### src/rtl/svf_ctrl_mixer.sv
// svf_ctrl_mixer - control and output end of an 8-bit Chamberlin state-variable filter.
//  - Holds the SID-style filter registers written over the voice bus.
//  - Generates the sample tick and the alpha1 (frequency) / alpha2 (damping) coefficients.
//  - Captures the hp/bp/lp taps, mixes the selected ones and applies master volume.
// Optional feature macro: SVF_CTRL_SLEW_EN (alpha1 slews toward its target by SLEW_STEP per tick).
module svf_ctrl_mixer #(
    parameter int CLK_DIV   = 16,
    parameter int SLEW_STEP = 1
) (
    input  logic       clk,
    input  logic       rst_n,
    input  logic       reg_we,
    input  logic [1:0] reg_addr,
    input  logic [7:0] reg_wdata,
    output logic       sample_valid,
    output logic [6:0] alpha1,
    output logic [3:0] alpha2,
    input  logic [7:0] filt_hp,
    input  logic [7:0] filt_bp,
    input  logic [7:0] filt_lp,
    output logic [7:0] mix_out,
    output logic       mix_valid
);

    localparam logic [9:0] DIV_LAST = 10'(CLK_DIV - 1);
    localparam logic [9:0] DIV_PRE  = 10'(CLK_DIV - 2);

    // Divider and tick
    logic [9:0] div_r;
    logic       sample_valid_r;

    // Filter registers
    logic [2:0] fc_lo_r;
    logic [7:0] fc_hi_r;
    logic [3:0] res_r;
    logic       mode_hp_r;
    logic       mode_bp_r;
    logic       mode_lp_r;
    logic [3:0] vol_r;

    // Coefficients
    logic [6:0]  alpha1_r;
    logic [3:0]  alpha2_r;
    logic [10:0] fc_s;
    logic [6:0]  tgt1_s;
    logic [6:0]  alpha1_next_s;
    logic [3:0]  alpha2_next_s;

    // Mixer pipeline
    logic signed [9:0]  sum_s;
    logic signed [9:0]  sum_r;
    logic               s1_valid_r;
    logic signed [13:0] sum_ext_s;
    logic signed [13:0] vol_ext_s;
    logic signed [13:0] prod_s;
    logic signed [13:0] q_s;
    logic        [7:0]  sat_s;
    logic        [7:0]  mix_out_r;
    logic               mix_valid_r;

    // Sign-extend an 8-bit signed tap to the 10-bit mixing width.
    function automatic logic signed [9:0] sext10(input logic [7:0] v);
        sext10 = $signed({{2{v[7]}}, v});
    endfunction

    // Sample divider: div counts 0..CLK_DIV-1; the tick is registered one count early so it is high while div==CLK_DIV-1.
    always_ff @(posedge clk) begin
        if (!rst_n) begin
            div_r          <= 10'd0;
            sample_valid_r <= 1'b0;
        end else begin
            if (div_r == DIV_LAST) begin
                div_r <= 10'd0;
            end else begin
                div_r <= div_r + 10'd1;
            end
            sample_valid_r <= (div_r == DIV_PRE);
        end
    end

    // Register file written by the voice bus; unused data bits are simply not stored.
    always_ff @(posedge clk) begin
        if (!rst_n) begin
            fc_lo_r   <= 3'd0;
            fc_hi_r   <= 8'd0;
            res_r     <= 4'd0;
            mode_hp_r <= 1'b0;
            mode_bp_r <= 1'b0;
            mode_lp_r <= 1'b0;
            vol_r     <= 4'd0;
        end else if (reg_we) begin
            case (reg_addr)
                2'd0: fc_lo_r <= reg_wdata[2:0];
                2'd1: fc_hi_r <= reg_wdata;
                2'd2: res_r   <= reg_wdata[7:4];
                2'd3: begin
                    mode_hp_r <= reg_wdata[6];
                    mode_bp_r <= reg_wdata[5];
                    mode_lp_r <= reg_wdata[4];
                    vol_r     <= reg_wdata[3:0];
                end
                default: begin
                    fc_lo_r <= fc_lo_r;
                end
            endcase
        end else begin
            fc_lo_r <= fc_lo_r;
        end
    end

    assign fc_s   = {fc_hi_r, fc_lo_r};
    assign tgt1_s = fc_s[10:4];

    // Damping target: 15 - RES, floored at 2 to keep the loop stable.
    always_comb begin
        alpha2_next_s = 4'hF - res_r;
        if (res_r > 4'd13) begin
            alpha2_next_s = 4'd2;
        end else begin
            alpha2_next_s = 4'hF - res_r;
        end
    end

`ifdef SVF_CTRL_SLEW_EN
    localparam logic [6:0] STEP = 7'(SLEW_STEP);

    // Slewed frequency: step toward the target, landing exactly on it when closer than STEP.
    always_comb begin
        alpha1_next_s = alpha1_r;
        if (tgt1_s > alpha1_r) begin
            if ((tgt1_s - alpha1_r) > STEP) begin
                alpha1_next_s = alpha1_r + STEP;
            end else begin
                alpha1_next_s = tgt1_s;
            end
        end else if (tgt1_s < alpha1_r) begin
            if ((alpha1_r - tgt1_s) > STEP) begin
                alpha1_next_s = alpha1_r - STEP;
            end else begin
                alpha1_next_s = tgt1_s;
            end
        end else begin
            alpha1_next_s = alpha1_r;
        end
    end

    logic unused_s;
    assign unused_s = ^{fc_s[3:0]};
`else
    assign alpha1_next_s = tgt1_s;

    logic unused_s;
    assign unused_s = ^{fc_s[3:0], 7'(SLEW_STEP)};
`endif

    // Coefficient update at the edge closing the tick, so the SVF latches with the old alphas.
    always_ff @(posedge clk) begin
        if (!rst_n) begin
            alpha1_r <= 7'd0;
            alpha2_r <= 4'hF;
        end else if (sample_valid_r) begin
            alpha1_r <= alpha1_next_s;
            alpha2_r <= alpha2_next_s;
        end else begin
            alpha1_r <= alpha1_r;
            alpha2_r <= alpha2_r;
        end
    end

    // Mode-selected tap sum; deselected taps contribute zero.
    always_comb begin
        sum_s = 10'sd0;
        if (mode_hp_r) begin
            sum_s = sum_s + sext10(filt_hp);
        end else begin
            sum_s = sum_s;
        end
        if (mode_bp_r) begin
            sum_s = sum_s + sext10(filt_bp);
        end else begin
            sum_s = sum_s;
        end
        if (mode_lp_r) begin
            sum_s = sum_s + sext10(filt_lp);
        end else begin
            sum_s = sum_s;
        end
    end

    // S1: capture the tap sum on the tick cycle (mode bits sampled here).
    always_ff @(posedge clk) begin
        if (!rst_n) begin
            sum_r      <= 10'sd0;
            s1_valid_r <= 1'b0;
        end else begin
            s1_valid_r <= sample_valid_r;
            if (sample_valid_r) begin
                sum_r <= sum_s;
            end else begin
                sum_r <= sum_r;
            end
        end
    end

    assign sum_ext_s = {{4{sum_r[9]}}, sum_r};
    assign vol_ext_s = $signed({10'd0, vol_r});
    assign prod_s    = sum_ext_s * vol_ext_s;
    assign q_s       = prod_s >>> 4;

    // Saturate the scaled sample to the signed 8-bit range.
    always_comb begin
        sat_s = q_s[7:0];
        if (q_s > 14'sd127) begin
            sat_s = 8'h7F;
        end else if (q_s < -14'sd128) begin
            sat_s = 8'h80;
        end else begin
            sat_s = q_s[7:0];
        end
    end

    // S2: volume scale (VOL sampled here) and register the output sample with its strobe.
    always_ff @(posedge clk) begin
        if (!rst_n) begin
            mix_out_r   <= 8'd0;
            mix_valid_r <= 1'b0;
        end else begin
            mix_valid_r <= s1_valid_r;
            if (s1_valid_r) begin
                mix_out_r <= sat_s;
            end else begin
                mix_out_r <= mix_out_r;
            end
        end
    end

    assign sample_valid = sample_valid_r;
    assign alpha1       = alpha1_r;
    assign alpha2       = alpha2_r;
    assign mix_out      = mix_out_r;
    assign mix_valid    = mix_valid_r;

endmodule
### config.mk
export PLATFORM = sky130hd
export DESIGN_NAME = svf_ctrl_mixer
export DESIGN_NICKNAME = d
export VERILOG_FILES = /design/src/rtl/svf_ctrl_mixer.sv
export SDC_FILE = /design/constraint.sdc
export NUM_CORES = 1
export LEC_CHECK = 0
export BUFFER_PORTS_ARGS = -buffer_cell sky130_fd_sc_hd__clkbuf_2
export CORE_MARGIN = 5
export CORE_UTILIZATION = 53
export CTS_CLUSTER_DIAMETER = 100
export DETAILED_ROUTE_END_ITERATION = 7
export GPL_TIMING_DRIVEN = 0
export PLACE_DENSITY = 0.87
export SLEW_MARGIN = 15
export SYNTH_ARGS = -nofsm -noshare
export SYNTH_HDL_FRONTEND = slang
export SYNTH_SLANG_ARGS = --single-unit
### constraint.sdc
create_clock -name clk -period 4 [get_ports clk]
set_clock_uncertainty 0.2 [all_clocks]
set_input_delay 0.8 -clock clk [delete_from_list [all_inputs] [get_ports clk]]
set_output_delay 0.8 -clock clk [all_outputs]
set_load 0.02 [all_outputs]
==> metrics.md <==
| Metric | Value |
|---|---|
| CP max FO | `3` |
| Dpl hpwl | `8.201 mm` |
| Worst-Skew Late Latency | `0.35 ns` |
| Total GRT Usage | `21.39%` |
| Initial antenna violation count | `0` |
| Syn Area/Cell | `roughly 8.6 µm²` |
| Worst Setup Path Type | `in -> reg` |
| Synth Cell Area | `around 0.0046 mm²` |
| Routability cong. | `0.9386` |
| Die Ht | `103.0 µm` |
| Port buffer count | `56` |
| Initial core utilization | `53.33%` |
| Clock Tree Buf Depth | `2` |
| Top_reg_cell synth | `dfxtp_1` |
| Nets | `~700` |
| GRT Residual Overflow | `0` |
| Core Region | `0.008593 mm²` |
| Crit path cell chain | `clkbuf_2 -> nand2_1 -> inv_1 -> ha_1 -> fa_2 -> a21oi_2 -> o21bai_2 -> a21oi_2 -> o21ai_1 -> a221o_1 -> ha_1 -> o21a_1 -> o21ai_1 -> or3_1 -> o311ai_2 -> xor2_1 -> a21oi_1` |
| Residual DRC | `0` |
| Critical path startpoint | `filt_hp[0]` |
| Synth warn | `0` |
| Setup slack after layout | `-0.009735 ns` |
| Slew headroom | `58.32%` |
| Number of synthesized flops with an enable pin | `0` |
| Crit. End Element | `flop` |
| RR Startpoint | `vol_r[2]$_SDFFE_PN0P_` |
| DP Area | `0.005022 mm²` |
| First-pass GRT wire length | `about 18 mm` |
| Fin. Hold Viols | `0` |
| Worst Path Required | `between 4 and 5 ns` |
| DR vias/cell | `5.599` |
| Delay-heaviest family, CP | `compound AO/OA/AOI/OAI gates` |
| # diodes | `0` |
| Pre-CTS setup slack | `-0.4946 ns` |
| Final ANT Viol Nets | `0` |
| Final WL | `11.22 mm` |
| CTS clk-pin slew, worst paths | `0.08 ns` |
| Bufs and invs on worst path | `2` |
| Clock Sinks | `60` |
| Peak supply drop | `0.0002812 V` |
| Worst Hold Launch | `div_r[0]$_SDFF_PP0_` |
| Final setup viols | `1` |
| Unrepaired setup endpoints after global routing | `true` |
| Worst path slowest cell | `or3_1` |
| Synth cell types | `61` |
| Max-Cap Viols | `0` |
| DR WL/cell | `15.72 µm` |
| Crit path launch type | `input pin` |
| Largest net degree at the start of global routing | `14` |
| Worst Reg-to-Reg Cells | `16` |
| Peak Freq | `~250 MHz` |
| Most common cell after layout, fill and taps aside | `nor2_1` |
| Critical path arrival | `between 4 and 5 ns` |
| Row Count | `34` |
| Violated checks | `negative setup slack` |
| Status | `complete, but fails checks` |
| Sequential fraction of the synthesis area | `between 20% and 30%` |
| Lkg Pwr | `2.586 nW` |
| Worst slew pin tran | `0.6253 ns` |
| FF+latch count, synth | `60` |
| Ports | `58` |
| Synth-to-Final Area Change | `20.67%` |
| CTS tree | `done` |
| Max H-tree Level | `3` |
| Hold depth | `1` |
| Hold endpoint | `div_r[0]$_SDFF_PP0_` |
| Design area | `between 0.005 and 0.006 mm²` |
| Vias in the first global route | `4083` |
| Final min period | `between 4 and 5 ns` |
| Net Count, Synth | `630` |
| Post-Synthesis Cells | `530` |
| Layout cell share with drive strength beyond 1 | `23.60%` |
| Max-slew violation count | `0` |
| HP Class | `reg -> reg` |
| PD cells | `241.7 mW/mm²` |
| Crit path largest cell delay | `0.41 ns` |
| Fin crit share | `100.2%` |
| 1st-iter DRT viols | `250` |
| First-pass detailed-route iteration total | `5` |
| Reg2reg end | `mix_out[4]$_SDFFE_PN0P_` |
| R2R Setup Slk | `0.01 ns` |
| DIE WIDTH | `103.0 µm` |
| Pwr Total | `1.337 mW` |
| Final Util | `64.36%` |
| Die area | `0.01061 mm²` |
| Asr flop ratio synth | `0%` |
| Routed vias | `roughly 4.0k` |
| Clock root buffer | `clkbuf_8` |
| Num CTS Buffers | `9` |
| Most frequent cells in the layout | `57 x nor2_1, 56 x clkbuf_2, 54 x dfxtp_1, 52 x inv_1, 42 x nand2_1` |
==> synthesized netlist by cell type, drive strengths merged (4+ instances only) <==
cell,n,share of area (%)
dfxtp,60,26
inv,59,4.8
nor2,57,4.7
nand2,43,3.5
ha,42,11
and2,31,4.3
mux2i,31,6.8
o21ai,26,3.2
a21oi,25,2.9
fa,21,9.2
xnor2,16,3.1
clkbuf,15,1.2
xor2,9,1.9
buf,7,0.90
o221a,7,1.7
nand3,6,0.66
nor2b,6,0.98
and3,5,0.68
nor3,5,0.55
a21o,4,0.66
a31oi,4,0.55
nand2b,4,0.55
nand4,4,0.87
o21bai,4,0.66
or3,4,0.55
==> sequential cells by signal (all words and copies together), names as in the netlist <==
signal,count
div_r,10
sum_r,10
mix_out,8
alpha1,7
fc_hi_r,7
alpha2,4
res_r,4
vol_r,4
mix_valid,1
mode_bp_r,1
mode_hp_r,1
mode_lp_r,1
s1_valid_r,1
sample_valid,1
==> cell type report <==
type | count | area (µm²)
Sequential cell | 60 | 1214
Timing Repair Buffer | 64 | 347.8
Multi-Input combinational cell | 388 | 3314
Clock inverter | 7 | 82.58
Buffer | 18 | 87.58
Clock buffer | 9 | 123.9
Inverter | 60 | 225.2
Tap cell | 108 | 135.1
Fill cell | 697 | 3063
==> power by group <==
group	total (mW)	switching [mW]	internal [mW]
Combinational	0.143	0.0811	0.0621
Clock	0.581	0.282	0.298
Sequential	0.613	0.00838	0.605
==> kinds of logic (layout without fill, tap and decap cells) <==
group	Yosys count	in the layout	share of synthesized area (%)
AO/OA/AOI/OAI	92	92	14.25
XOR/XNOR	27	27	5.924
adder cells (fa/ha/maj)	63	63	20.64
buffers and inverters	82	158	7.043
flip-flops	60	60	26.21
multiplexers	33	33	7.262
AND/OR/NAND/NOR	173	173	18.67
==> worst register-to-register path: cells and delay by family (launching register included) <==
kind / cells / cell delay (ns)
flops: 1 / 0.38
compound gates: 4 / 0.78
buf+inv: 4 / 0.38
fa+ha+maj: 4 / 1.38
xor+xnor: 1 / 0.16
simple gates: 3 / 0.68
==> what timing repair did <==
action                                  4_1_cts  5_1_grt
buffers inserted                              4        5
hold buffers                                  0        0
gates resized for setup                      27       32
endpoints found under the setup margin        9       10
pin swaps                                    16       30
==> per-stage QoR <==
| stage | hold slack (ns) | instances | TNS (ns) |
|---|---|---|---|
| final | 0.2834 | 714 | -0.009735 |
| after floorplan | 0.2371 | 530 | 0 |
| after global placement | 0.2507 | 694 | -1.990 |
| after global routing | 0.3273 | 714 | -1.090 |
| after detailed placement | 0.2697 | 694 | -2.976 |
| after CTS | 0.2860 | 709 | -0.04917 |
==> worst max path at each step <==
stage / endpoint / cells past startpoint
finish: sum_r[9]$_SDFFE_PN0P_ / 17
global route: mix_out[2]$_SDFFE_PN0P_ / 15
CTS: mix_out[1]$_SDFFE_PN0P_ / 15
detailed placement: sum_r[9]$_SDFFE_PN0P_ / 17
global placement: sum_r[9]$_SDFFE_PN0P_ / 17
floorplan: mix_out[1]$_SDFFE_PN0P_ / 15
==> routing by layer <==
layer	vias to the layer above	part of all wire, %	global-route usage (%)
li1	1927	-	-
met2	134	51	37.79
met5	-	0	0
met3	35	5.5	4.398
met1	1902	41	25.80
met4	0	2.7	7.271
Note: power is estimated with default switching activity, not from simulation.
